**src/rtl/usb_transmitter_pkg.sv**
```systemverilog
// Shared definitions for the full-speed USB transmit path.
// Holds the transmitter state encoding, the line-state codes driven onto
// {D+, D-}, the SYNC pattern and the PID values used by the protocol layer.
package usb_transmitter_pkg;

  typedef enum logic [2:0] {
    STATE_IDLE,
    STATE_SYNC,
    STATE_DATA,
    STATE_EOP_SE0,
    STATE_EOP_J,
    STATE_ABORT
  } tx_state_t;

  // Line states as {D+, D-}
  localparam logic [1:0] LINE_J   = 2'b10;
  localparam logic [1:0] LINE_K   = 2'b01;
  localparam logic [1:0] LINE_SE0 = 2'b00;

  localparam logic [7:0] USB_SYNC_BYTE = 8'h80;

  typedef enum logic [7:0] {
    PID_ACK   = 8'hD2,
    PID_NAK   = 8'h5A,
    PID_DATA0 = 8'hC3,
    PID_DATA1 = 8'h4B
  } usb_pid_t;

  // States in which no new byte may be accepted
  function automatic logic is_eop_or_abort(input tx_state_t s);
    return (s == STATE_EOP_SE0) || (s == STATE_EOP_J) || (s == STATE_ABORT);
  endfunction

endpackage

```
**src/rtl/usb_transmitter_bit_encoder.sv**
```systemverilog
// NRZI line encoder with bit stuffing for the USB transmitter.
// On each bit_strobe it launches one line state:
//   - a stuffed toggle if STUFF_RUN ones have been sent with stuffing enabled
//     (stuff_inserted is raised so the sequencer holds its data bit),
//   - otherwise SE0 when force_se0 is set,
//   - otherwise the NRZI encoding of bit_value (0 toggles, 1 holds).
// Ports:
//   clock48, reset_n         clock / async active-low reset
//   bit_strobe               launch a new line state this cycle
//   bit_value                data bit to encode
//   stuff_enable             count ones and stuff; when low the run is cleared
//   force_se0                drive SE0 (level returns to J afterwards)
//   usb_d_p_out/usb_d_n_out  pad drive levels
//   stuff_inserted           this strobe was consumed by a stuff bit
module usb_tx_bit_encoder
  import usb_transmitter_pkg::*;
#(
  parameter int unsigned STUFF_RUN = 6
) (
  input  logic clock48,
  input  logic reset_n,
  input  logic bit_strobe,
  input  logic bit_value,
  input  logic stuff_enable,
  input  logic force_se0,
  output logic usb_d_p_out,
  output logic usb_d_n_out,
  output logic stuff_inserted
);

  localparam int unsigned CW = $clog2(STUFF_RUN + 1);

  logic [CW-1:0] ones_cnt;
  logic          level;     // 1 = J, 0 = K
  logic          se0;

  assign stuff_inserted = bit_strobe && stuff_enable && (ones_cnt == CW'(STUFF_RUN));

  always_ff @(posedge clock48 or negedge reset_n) begin
    if (!reset_n) begin
      ones_cnt <= '0;
      level    <= 1'b1;
      se0      <= 1'b0;
    end else if (bit_strobe) begin
      if (stuff_inserted) begin
        level    <= ~level;
        se0      <= 1'b0;
        ones_cnt <= '0;
      end else if (force_se0) begin
        // Level parks at J so the bit after SE0 can be sent as a plain hold
        level    <= 1'b1;
        se0      <= 1'b1;
        ones_cnt <= '0;
      end else begin
        se0 <= 1'b0;
        if (!bit_value) begin
          level    <= ~level;
          ones_cnt <= '0;
        end else if (stuff_enable) begin
          ones_cnt <= ones_cnt + 1'b1;
        end else begin
          ones_cnt <= '0;
        end
      end
    end
  end

  always_comb begin
    {usb_d_p_out, usb_d_n_out} = LINE_J;
    if (se0)
      {usb_d_p_out, usb_d_n_out} = LINE_SE0;
    else if (!level)
      {usb_d_p_out, usb_d_n_out} = LINE_K;
  end

endmodule

```
**src/rtl/usb_transmitter.sv**
```systemverilog
// Full-speed USB transmitter (12 Mb/s on a 48 MHz clock).
// Takes packet bytes over a valid/ready stream and sends SYNC, the NRZI
// bit-stuffed bytes (LSB first) and EOP. If the next byte is not available
// at a byte boundary of an unfinished packet, the packet is aborted with a
// run of unstuffed ones followed by EOP.
// Ports:
//   clock48, reset_n           clock / async active-low reset
//   tx_valid, tx_data, tx_last input byte stream (PID first)
//   tx_ready                   byte accepted when tx_valid && tx_ready
//   tx_busy                    high from first accept until usb_oe falls
//   tx_underrun                one-cycle pulse when an abort starts
//   usb_d_p_out, usb_d_n_out   pad drive levels
//   usb_oe                     pad output enable
module usb_transmitter
  import usb_transmitter_pkg::*;
#(
  parameter int unsigned CLOCKS_PER_BIT = 4,
  parameter int unsigned EOP_SE0_BITS   = 2,
  parameter int unsigned STUFF_RUN      = 6
) (
  input  logic       clock48,
  input  logic       reset_n,
  input  logic       tx_valid,
  input  logic [7:0] tx_data,
  input  logic       tx_last,
  output logic       tx_ready,
  output logic       tx_busy,
  output logic       tx_underrun,
  output logic       usb_d_p_out,
  output logic       usb_d_n_out,
  output logic       usb_oe
);

  localparam int unsigned PW = (CLOCKS_PER_BIT > 1) ? $clog2(CLOCKS_PER_BIT) : 1;
  localparam logic [PW-1:0] PHASE_LAST = PW'(CLOCKS_PER_BIT - 1);
  localparam logic [2:0]    EOP_LAST   = 3'(EOP_SE0_BITS - 1);

  tx_state_t     state_q, state_d;
  logic [PW-1:0] phase_q, phase_d;
  logic [2:0]    bit_cnt_q, bit_cnt_d;
  logic [7:0]    shift_q, shift_d;
  logic [7:0]    hold_data_q, hold_data_d;
  logic          hold_last_q, hold_last_d;
  logic          hold_full_q, hold_full_d;
  logic          cur_last_q, cur_last_d;
  logic          last_acc_q, last_acc_d;
  logic          oe_q, oe_d;
  logic          underrun_q, underrun_d;
  logic          ready_q, ready_d;

  logic accept;
  logic wrap;
  logic enc_strobe;
  logic enc_bit;
  logic enc_stuff_en;
  logic enc_force_se0;
  logic stuff_ins;

  assign accept = tx_valid && ready_q;
  assign wrap   = (phase_q == PHASE_LAST);

  // The strobe and stuff enable depend only on registered state, so the
  // encoder's stall flag can steer the sequencer without a combinational loop.
  assign enc_strobe   = (state_q == STATE_IDLE) ? accept : wrap;
  assign enc_stuff_en = (state_q == STATE_DATA) ||
                        ((state_q == STATE_SYNC) && (bit_cnt_q == 3'd7));

  usb_tx_bit_encoder #(
    .STUFF_RUN(STUFF_RUN)
  ) u_encoder (
    .clock48        (clock48),
    .reset_n        (reset_n),
    .bit_strobe     (enc_strobe),
    .bit_value      (enc_bit),
    .stuff_enable   (enc_stuff_en),
    .force_se0      (enc_force_se0),
    .usb_d_p_out    (usb_d_p_out),
    .usb_d_n_out    (usb_d_n_out),
    .stuff_inserted (stuff_ins)
  );

  always_ff @(posedge clock48 or negedge reset_n) begin
    if (!reset_n) begin
      state_q     <= STATE_IDLE;
      phase_q     <= '0;
      bit_cnt_q   <= '0;
      shift_q     <= '0;
      hold_data_q <= '0;
      hold_last_q <= 1'b0;
      hold_full_q <= 1'b0;
      cur_last_q  <= 1'b0;
      last_acc_q  <= 1'b0;
      oe_q        <= 1'b0;
      underrun_q  <= 1'b0;
      ready_q     <= 1'b0;
    end else begin
      state_q     <= state_d;
      phase_q     <= phase_d;
      bit_cnt_q   <= bit_cnt_d;
      shift_q     <= shift_d;
      hold_data_q <= hold_data_d;
      hold_last_q <= hold_last_d;
      hold_full_q <= hold_full_d;
      cur_last_q  <= cur_last_d;
      last_acc_q  <= last_acc_d;
      oe_q        <= oe_d;
      underrun_q  <= underrun_d;
      ready_q     <= ready_d;
    end
  end

  always_comb begin
    state_d       = state_q;
    bit_cnt_d     = bit_cnt_q;
    shift_d       = shift_q;
    hold_data_d   = hold_data_q;
    hold_last_d   = hold_last_q;
    hold_full_d   = hold_full_q;
    cur_last_d    = cur_last_q;
    last_acc_d    = last_acc_q;
    oe_d          = oe_q;
    underrun_d    = 1'b0;
    enc_bit       = 1'b1;
    enc_force_se0 = 1'b0;

    if ((state_q == STATE_IDLE) || wrap)
      phase_d = '0;
    else
      phase_d = phase_q + 1'b1;

    if (accept) begin
      hold_full_d = 1'b1;
      hold_data_d = tx_data;
      hold_last_d = tx_last;
      if (tx_last)
        last_acc_d = 1'b1;
    end

    unique case (state_q)
      STATE_IDLE: begin
        if (accept) begin
          state_d   = STATE_SYNC;
          oe_d      = 1'b1;
          bit_cnt_d = '0;
          enc_bit   = USB_SYNC_BYTE[0];
        end
      end

      STATE_SYNC: begin
        if (wrap) begin
          if (bit_cnt_q != 3'd7) begin
            enc_bit   = USB_SYNC_BYTE[bit_cnt_q + 3'd1];
            bit_cnt_d = bit_cnt_q + 3'd1;
          end else begin
            state_d     = STATE_DATA;
            shift_d     = hold_data_q;
            cur_last_d  = hold_last_q;
            hold_full_d = 1'b0;
            enc_bit     = hold_data_q[0];
            bit_cnt_d   = '0;
          end
        end
      end

      STATE_DATA: begin
        // A stuff bit takes this strobe; the data position is left untouched
        if (wrap && !stuff_ins) begin
          if (bit_cnt_q != 3'd7) begin
            shift_d   = {1'b0, shift_q[7:1]};
            enc_bit   = shift_q[1];
            bit_cnt_d = bit_cnt_q + 3'd1;
          end else if (cur_last_q) begin
            state_d       = STATE_EOP_SE0;
            enc_force_se0 = 1'b1;
            bit_cnt_d     = '0;
          end else if (hold_full_q) begin
            shift_d     = hold_data_q;
            cur_last_d  = hold_last_q;
            hold_full_d = 1'b0;
            enc_bit     = hold_data_q[0];
            bit_cnt_d   = '0;
          end else if (accept) begin
            // Byte arriving exactly at the boundary goes straight to the shifter
            shift_d     = tx_data;
            cur_last_d  = tx_last;
            hold_full_d = 1'b0;
            enc_bit     = tx_data[0];
            bit_cnt_d   = '0;
          end else begin
            state_d    = STATE_ABORT;
            underrun_d = 1'b1;
            enc_bit    = 1'b1;
            bit_cnt_d  = '0;
          end
        end
      end

      STATE_EOP_SE0: begin
        if (wrap) begin
          if (bit_cnt_q != EOP_LAST) begin
            enc_force_se0 = 1'b1;
            bit_cnt_d     = bit_cnt_q + 3'd1;
          end else begin
            state_d   = STATE_EOP_J;
            enc_bit   = 1'b1;
            bit_cnt_d = '0;
          end
        end
      end

      STATE_EOP_J: begin
        if (wrap) begin
          state_d    = STATE_IDLE;
          oe_d       = 1'b0;
          last_acc_d = 1'b0;
        end
      end

      STATE_ABORT: begin
        if (wrap) begin
          if (bit_cnt_q != 3'd7) begin
            enc_bit   = 1'b1;
            bit_cnt_d = bit_cnt_q + 3'd1;
          end else begin
            state_d       = STATE_EOP_SE0;
            enc_force_se0 = 1'b1;
            bit_cnt_d     = '0;
          end
        end
      end

      default: state_d = STATE_IDLE;
    endcase

    // Registered so tx_ready is low while reset is held
    ready_d = !hold_full_d && !is_eop_or_abort(state_d) && !last_acc_d;
  end

  assign tx_ready    = ready_q;
  assign tx_busy     = oe_q;
  assign usb_oe      = oe_q;
  assign tx_underrun = underrun_q;

endmodule

```
**config.mk**
```make
export PLATFORM = sky130hd
export DESIGN_NAME = usb_transmitter
export DESIGN_NICKNAME = d
export VERILOG_FILES = /design/src/rtl/usb_transmitter_pkg.sv /design/src/rtl/usb_transmitter_bit_encoder.sv /design/src/rtl/usb_transmitter.sv
export SDC_FILE = /design/constraint.sdc
export NUM_CORES = 1
export LEC_CHECK = 0
export CELL_PAD_IN_SITES_DETAIL_PLACEMENT = 1
export CELL_PAD_IN_SITES_GLOBAL_PLACEMENT = 1
export CORE_MARGIN = 2
export CORE_UTILIZATION = 37
export DETAILED_ROUTE_END_ITERATION = 6
export GPL_TIMING_DRIVEN = 1
export PLACE_DENSITY = 0.73
export SLEW_MARGIN = 5
export SYNTH_ARGS = -nofsm -noshare
export SYNTH_HDL_FRONTEND = slang
export SYNTH_SLANG_ARGS = --single-unit
```
**constraint.sdc**
```tcl
create_clock -name clock48 -period 2 [get_ports clock48]
set_clock_uncertainty 0.15 [all_clocks]
set_input_delay 0.4 -clock clock48 [delete_from_list [all_inputs] [get_ports clock48]]
set_output_delay 0.4 -clock clock48 [all_outputs]
set_load 0.05 [all_outputs]
```
### Word-level counts from Yosys, hierarchy flattened

Memory sizes are Yosys's and may differ from the RTL's.
Cells that the tools add are included.

* flip-flop bits (word level): 36
* memory bits (read-only): 8
* bits of input ports: 12
* output and inout port bits: 6
* word-level logic and storage cells: 161
* memories kept: 1

Memory list
* (name not given): words 8, bits a word 1, rd ports 1, clocked after memory_dff 0, write ports 0, line usb_transmitter.sv:152 `enc_bit = USB_SYNC_BYTE[bit_cnt_q + 3'd1];`

* add/sub/neg operators: 3
* magnitude comparators: 1
* eq/ne operators: 24
* multiplexer cells: 91
* bitwise logic cells: 1
* reduce and logical (&&, ||, !) cells: 25

Operators with widths (number)
* two-way mux 3 bit: 23
* two-way mux 8 bit: 7
* two-way mux 1 bit: 52
* equality test 3 bit, second input constant: 6
* one-hot mux 3 bit (6 select lines): 1
* one-hot mux 8 bit (2 select lines): 1
* inequality test 2 bit, second input constant: 6
* one-hot mux 3 bit (4 select lines): 1
* AND reduction 5 bit: 2
* equality test 3 x 2 -> 1 bit, second input constant: 3
* logical AND 1 bit: 7
* adder 3 x 1 -> 3 bit, second input constant: 2
* inequality test 3 bit, second input constant: 2
* one-hot mux 1 bit (2 select lines): 3
* one-hot mux 1 bit (3 select lines): 2
* AND reduction 6 bit: 1
* logical NOT 1 bit: 4
* logical OR 1 bit: 4
* < comparator 3 x 4 -> 1 bit, second input constant: 1
* inequality test 2 x 1 -> 1 bit, second input constant: 2
* inequality test 4 x 3 -> 1 bit, second input constant: 1
* nonzero test 2 bit: 2
* nonzero test 4 bit: 1
* equality test 3 x 1 -> 1 bit, second input constant: 1
* other kinds (10): 10

### Longest topological paths before layout

* word-level depth: 15
* depth in mapped cells: 8
* gate-level depth less buffers: 7

### By module

A second synthesis with hierarchy kept.

* cell total of the unflattened synthesis: 228
* area, all modules: 2124.5 um^2

By module, submodules not included
* usb_transmitter: instances 1, cells an instance 198, area an instance 1814.2 um^2, sequential area each 750.7 um^2
* usb_tx_bit_encoder: instances 1, cells an instance 30, area an instance 310.3 um^2, sequential area each 126.4 um^2

### Worst setup path before layout

No wires, ideal clock.

* path type: reg2reg
* from: register ready_q (netlist: tx_ready)
* to: register shift_q[1]
* library setup time: 0.125 ns
* data arrival time: 1.784 ns
* required time: 1.725 ns
* slack: -0.059 ns
* cell stages (with the launch flop): 7
* path buffers: 1
* clock period less this slack: 2.059 ns
* path through: dfrtp_1 -> and2_1 -> clkbuf_2 -> nor2_1 -> nor2_1 -> o31ai_4 -> mux2_2

* longest elaborated chain between the ends: 8
* elaborated cells between the ends (all ways): 9
* those cells by class: eq/ne (2); mux (1); reduce/logical (6)

RTL lines
* start: declaration: line usb_transmitter.sv:49 `logic ready_q, ready_d;`
* start signal: assignment: line usb_transmitter.sv:108 `ready_q <= ready_d;`
* logical AND 1 bit *: line usb_transmitter.sv:59 `assign accept = tx_valid && ready_q;`
* two-way mux 1 bit: line usb_transmitter.sv:64 `assign enc_strobe = (state_q == STATE_IDLE) ? accept : wrap;`
* logical AND 1 bit (2 in a row): line usb_transmitter_bit_encoder.sv:37 `assign stuff_inserted = bit_strobe && stuff_enable && (ones_cnt == CW'(STUFF_RUN));`
* logical NOT 1 bit: line usb_transmitter.sv:167 `if (wrap && !stuff_ins) begin`
* logical AND 1 bit: line usb_transmitter.sv:167
* inequality test 2 x 1 -> 1 bit (no source line)
* AND reduction 6 bit (no source line) *
* end signal: assignment: line usb_transmitter.sv:100 `shift_q <= shift_d;`
* end: declaration: line usb_transmitter.sv:41 `logic [7:0] shift_q, shift_d;`

Every way passes the cells marked *; elsewhere a longest branch is shown, timed or not.
A chain may end at the register's enable or synchronous reset.

### Worst setup path after layout

* from: register bit_cnt_q[1]
* to: register u_encoder.ones_cnt[1]

* longest elaborated chain between the ends: 12
* elaborated cells between the ends (all ways): 28
* those cells by class: add/sub (1); eq/ne (3); mux (17); reduce/logical (6); memory (1)

RTL lines
* start: declaration: line usb_transmitter.sv:40 `logic [2:0] bit_cnt_q, bit_cnt_d;`
* start signal: assignment: line usb_transmitter.sv:99 `bit_cnt_q <= bit_cnt_d;`
* branches (longest 11 deep; another with adder 3 x 1 -> 3 bit)
* two-way mux 3 bit *: line usb_transmitter_bit_encoder.sv:45 `if (stuff_inserted) begin`
* end signal: assignment: line usb_transmitter_bit_encoder.sv:60 `ones_cnt <= ones_cnt + 1'b1;`
* end: declaration: line usb_transmitter_bit_encoder.sv:33 `logic [CW-1:0] ones_cnt;`

Every way passes the cells marked *. The select of a mux whose other input is x is not followed.

==> report_table.html <==
<table>
<tr><th>Metric</th><th>Value</th></tr>
<tr><th colspan="2">Cells and area</th></tr>
<tr><td>Share of post-route cells with drive strength above 1</td><td>about 33%</td></tr>
<tr><td>Multi-input gate area in the final layout</td><td>approximately 1200 sq um</td></tr>
<tr><td>Final-layout fill cell count</td><td>~640</td></tr>
<tr><td>Antenna fix cells</td><td>0</td></tr>
<tr><td>Final cell utilization of the core</td><td>51.9%</td></tr>
<tr><td>Count of nets after finishing</td><td>between 300 and 400</td></tr>
<tr><td>Area growth, synth to finish</td><td>36.9%</td></tr>
<tr><td>Sequential Area</td><td>around 880 sq um</td></tr>
<tr><td>Cell area after layout</td><td>approximately 2800 sq um</td></tr>
<tr><th colspan="2">Detailed routing</th></tr>
<tr><td>Starting DRT DRC Count</td><td>46</td></tr>
<tr><td>Number of detailed-routing iterations run before antenna repair</td><td>4</td></tr>
<tr><td>Vias</td><td>1,939</td></tr>
<tr><td>Wire length per cell after detailed routing</td><td>~17 um</td></tr>
<tr><td>Number of DRC violations after detailed routing</td><td>0</td></tr>
<tr><td>Number of routed nets with antenna violations</td><td>0</td></tr>
<tr><td>Via-per-instance ratio</td><td>approximately 5.4</td></tr>
<tr><td>Final WL</td><td>between 5000 and 6000 um</td></tr>
<tr><th colspan="2">Clock tree</th></tr>
<tr><td>Total clock sinks</td><td>35</td></tr>
<tr><td>Clock Pin Slew Worst Setup and Hold Paths</td><td>0.07 ns</td></tr>
<tr><td>Clk Latency, worst-skew pair</td><td>about 0.29 ns</td></tr>
<tr><td>Clock tree from TritonCTS</td><td>done</td></tr>
<tr><td>Clk Tree Root Cell</td><td>sky130_fd_sc_hd__clkbuf_8</td></tr>
<tr><td>Level count of the clock H-tree</td><td>2</td></tr>
<tr><td>Clock tree buffer depth</td><td>2</td></tr>
<tr><td>Number of buffers created by CTS</td><td>5</td></tr>
<tr><th colspan="2">Power and ir drop</th></tr>
<tr><td>Switching Fraction</td><td>33.3%</td></tr>
<tr><td>Portion of total power attributed to sequential cells</td><td>between 30% and 40%</td></tr>
<tr><td>Part of the total power dissipated in the clock network</td><td>24.3%</td></tr>
<tr><td>Internal power of the cells</td><td>about 1.6 mW</td></tr>
<tr><td>Areal power density over the cells</td><td>~830 nW/um^2</td></tr>
<tr><td>Lkg Pwr</td><td>about 1.3 nW</td></tr>
<tr><td>Switching pwr</td><td>slightly below 800 uW</td></tr>
<tr><td>Comb power frac</td><td>36.6%</td></tr>
<tr><td>Worst voltage drop across the vdd grid</td><td>0.000427 V</td></tr>
<tr><th colspan="2">Placed design</th></tr>
<tr><td>Routability cong.</td><td>between 0.8 and 0.9</td></tr>
<tr><td>Minimum setup slack after placement</td><td>-0.301 ns</td></tr>
<tr><td>Placed Area</td><td>2580 sq um</td></tr>
<tr><td>Total half-perimeter wirelength after legalization and detailed placement</td><td>~4200 um</td></tr>
<tr><td>Number of buffer cells added on primary ports</td><td>17</td></tr>
<tr><th colspan="2">Status</th></tr>
<tr><td>Run status</td><td>complete, but fails checks</td></tr>
<tr><td>Violations in the final reports</td><td>hold timing, setup timing</td></tr>
<tr><th colspan="2">Floorplanning</th></tr>
<tr><td>Die area</td><td>approximately 6200 sq um</td></tr>
<tr><td>Boundary Pins</td><td>18</td></tr>
<tr><td>Core outline area</td><td>5440 sq um</td></tr>
<tr><td>Initial Utilization</td><td>between 30% and 40%</td></tr>
<tr><td>Standard-cell rows</td><td>27</td></tr>
<tr><td>Overall die height</td><td>78.6 um</td></tr>
<tr><td>Horizontal extent of the die</td><td>~80 um</td></tr>
<tr><th colspan="2">GRT</th></tr>
<tr><td>Number of global-route vias before repair</td><td>about 2,100</td></tr>
<tr><td>First-pass GRT wire length</td><td>between 10,000 and 15,000 um</td></tr>
<tr><td>Aggregate global routing overflow</td><td>0</td></tr>
<tr><td>Largest net degree at the start of global routing</td><td>36</td></tr>
<tr><td>Overall fraction of global-route tracks in use</td><td>21.1%</td></tr>
<tr><td>Number of antenna violations at the first check in global routing</td><td>0</td></tr>
<tr><th colspan="2">Timing</th></tr>
<tr><td>Unrepaired setup endpoints after global routing</td><td>true</td></tr>
<tr><td>Worst Tran Pin Value</td><td>~0.47 ns</td></tr>
<tr><td>Slew headroom</td><td>between 60% and 70%</td></tr>
<tr><td>Slew Limit Fails</td><td>0</td></tr>
<tr><td>Min Tclk post-route</td><td>2.05 ns</td></tr>
<tr><td>Achievable clock frequency</td><td>~500 MHz</td></tr>
<tr><td>Post-layout worst setup margin</td><td>-0.0515 ns</td></tr>
<tr><td>Endpoints failing setup</td><td>11</td></tr>
<tr><td>Final period utilization</td><td>103%</td></tr>
<tr><td>Final-report hold violation count</td><td>7</td></tr>
<tr><td>WHS</td><td>-0.00909 ns</td></tr>
<tr><th colspan="2">Logic synthesis</th></tr>
<tr><td>Cell type contributing the most total cell area after synthesis</td><td>sky130_fd_sc_hd__dfrtp_1</td></tr>
<tr><td>Part of the Yosys area used for sequential elements</td><td>between 40% and 50%</td></tr>
<tr><td>Top-area cell type share of the netlist area</td><td>slightly above 40%</td></tr>
<tr><td>Synth async-reset ratio</td><td>100%</td></tr>
<tr><td>Number of warnings printed during yosys synthesis</td><td>0</td></tr>
<tr><td>Ranking of synthesized cells by area</td><td>sky130_fd_sc_hd__dfrtp_1 (41%), sky130_fd_sc_hd__nand2_1 (8.0%), sky130_fd_sc_hd__mux2_2 (4.4%)</td></tr>
<tr><td>Most frequently used flop master after synthesis</td><td>sky130_fd_sc_hd__dfrtp_1</td></tr>
<tr><td>Post-synthesis cell count</td><td>226</td></tr>
<tr><td>Seq cells post-synth</td><td>35</td></tr>
<tr><td>Top cells by count, synth</td><td>sky130_fd_sc_hd__nand2_1 (44), sky130_fd_sc_hd__dfrtp_1 (34), sky130_fd_sc_hd__a21oi_1 (14), sky130_fd_sc_hd__nor2_1 (14), sky130_fd_sc_hd__nand2b_1 (13)</td></tr>
<tr><td>Most frequent cell after synthesis</td><td>sky130_fd_sc_hd__nand2_1</td></tr>
<tr><td>Post-synthesis area per instance</td><td>a little over 9 sq um</td></tr>
<tr><td>Count of unique library cells instantiated by Yosys</td><td>48</td></tr>
<tr><td>Total nets after synthesis</td><td>245</td></tr>
<tr><td>EDFF count, synth</td><td>0</td></tr>
<tr><td>Synthesized cell area</td><td>roughly 2100 sq um</td></tr>
<tr><th colspan="2">Hold path</th></tr>
<tr><td>Worst hold path type</td><td>input port to asynchronous set/reset pin</td></tr>
<tr><th colspan="2">Worst setup path</th></tr>
<tr><td>Required time at the worst-slack endpoint</td><td>between 2 and 2.5 ns</td></tr>
<tr><td>Crit Path Max Fanout</td><td>6</td></tr>
<tr><td>Sort of element at the end of the critical path</td><td>flip-flop</td></tr>
<tr><td>Startpoint-to-endpoint class of the critical path</td><td>flip-flop to flip-flop</td></tr>
<tr><td>Critical path arrival</td><td>slightly above 2 ns</td></tr>
<tr><td>Setup crit start kind</td><td>flip-flop</td></tr>
<tr><th colspan="2">Job</th></tr>
<tr><td>MaxCap Viol Count</td><td>0</td></tr>
</table>
power by group through the flow:
| stage | logic [mW] | clock network (mW) | registers (mW) |
|---|---|---|---|
| 2_1_floorplan | 0.456 | 0 | 0.914 |
| 3_3_place_gp | 0.774 | 0 | 0.922 |
| 3_5_place_dp | 0.801 | 0 | 0.929 |
| 4_1_cts | 0.837 | 0.596 | 0.919 |
| 5_1_grt | 0.949 | 0.622 | 0.936 |
| 6_report | 0.858 | 0.571 | 0.918 |
layout make-up:
class	instances	share of cell area [%]
Clock buffer	8	3.55
Inverter	4	0.532
Tap cell	72	3.19
Timing Repair Buffer	67	19.5
Sequential cell	35	31.2
Multi-Input combinational cell	175	42.1
metrics by stage:
stage	total power, mW	hold slack (ns)	std cells	TNS [ns]
3_5_place_dp	1.73	0.283	347	-3.37
4_1_cts	2.35	0.0112	358	-0.177
3_3_place_gp	1.70	0.285	347	-2.58
2_1_floorplan	1.37	-0.0456	226	0
5_1_grt	2.51	0.0426	361	-0.780
6_report	2.35	-0.00909	361	-0.338
sequential cells by signal, indices dropped and copies added (netlist names):
register and flops:
bit_cnt_q 3, cur_last_q 1, hold_data_q 8, hold_full_q 1, hold_last_q 1, last_acc_q 1, phase_q 2, shift_q 7
state_q 3, tx_busy 1, tx_ready 1, tx_underrun 1, u_encoder.level 1, u_encoder.ones_cnt 3, u_encoder.se0 1
worst max-delay path, stage by stage, from the launching register on:
cell,delay [ns]
sky130_fd_sc_hd__dfrtp_1,0.40
sky130_fd_sc_hd__ha_2,0.19
sky130_fd_sc_hd__ha_4,0.19
sky130_fd_sc_hd__buf_6,0.13
sky130_fd_sc_hd__a2111o_1,0.37
sky130_fd_sc_hd__a22oi_2,0.17
sky130_fd_sc_hd__buf_4,0.15
sky130_fd_sc_hd__or2_1,0.12
sky130_fd_sc_hd__o21ai_1,0.07
worst paths after layout:
path                                                endpoint  slack [ns]  cells past startpoint                     start
hold reg to reg                         phase_q[0]$_DFF_PN0_        0.29                      1      phase_q[0]$_DFF_PN0_
max in group asynchronous        u_encoder.level$_DFFE_PN1P_        1.35                      2                   reset_n
min in group clock48                    phase_q[0]$_DFF_PN0_        0.29                      1      phase_q[0]$_DFF_PN0_
setup / recovery           u_encoder.ones_cnt[1]$_DFFE_PN0P_       -0.05                      8  bit_cnt_q[1]$_DFFE_PN0P_
setup reg to reg           u_encoder.ones_cnt[1]$_DFFE_PN0P_       -0.05                      8  bit_cnt_q[1]$_DFFE_PN0P_
hold / removal                      bit_cnt_q[0]$_DFFE_PN0P_      -0.009                      2                   reset_n
repair_timing:
item,CTS,global route
resized for setup,14,12
hold buffers,0,0
buffers inserted,3,3
pin swaps,2,3
hold endpoints to repair,0,0
endpoints found under the setup margin,13,14
layout by cell type, fill, tap and decap left out, types with 3 or more instances in the layout:
cell                              instances
sky130_fd_sc_hd__nand2_1                 43
sky130_fd_sc_hd__nor2_1                  11
sky130_fd_sc_hd__a21oi_1                 13
sky130_fd_sc_hd__nor3b_1                  3
sky130_fd_sc_hd__a21o_1                   4
sky130_fd_sc_hd__o22ai_1                  5
sky130_fd_sc_hd__o31ai_1                  4
sky130_fd_sc_hd__buf_6                    3
sky130_fd_sc_hd__clkbuf_8                 7
sky130_fd_sc_hd__dfrtp_1                 32
sky130_fd_sc_hd__ha_2                     3
sky130_fd_sc_hd__o21ai_0                  8
sky130_fd_sc_hd__mux2_2                   8
sky130_fd_sc_hd__inv_1                    4
sky130_fd_sc_hd__buf_4                   52
sky130_fd_sc_hd__a22oi_1                  3
sky130_fd_sc_hd__ha_1                     3
sky130_fd_sc_hd__nand2b_1                13
sky130_fd_sc_hd__nor2_2                   3
sky130_fd_sc_hd__a211o_1                  3
sky130_fd_sc_hd__o21ai_1                  6
sky130_fd_sc_hd__clkdlybuf4s50_1         10
per-layer routing:
| metal | vias to the layer above | part of all wire [%] | global-route usage (%) |
|---|---|---|---|
| li1 | 929 | - | - |
| met5 | - | 0 | 0 |
| met2 | 28 | 48 | 33.9 |
| met1 | 969 | 47 | 28.9 |
| met3 | 13 | 2.3 | 3.45 |
| met4 | 0 | 2.3 | 7.37 |
kinds of logic (layout without fill, tap and decap cells):
logic type	count (synthesis)	after routing	share of synthesized area [%]
AOI/OAI and AO/OA	65	65	21.8
adders and majority gates	7	7	4.25
buffers and inverters	16	79	3.76
DFF	35	35	42.6
muxes	10	10	5.34
and+or+nand+nor	93	93	22.3
No activity file was read; power rests on OpenSTA's default activity.
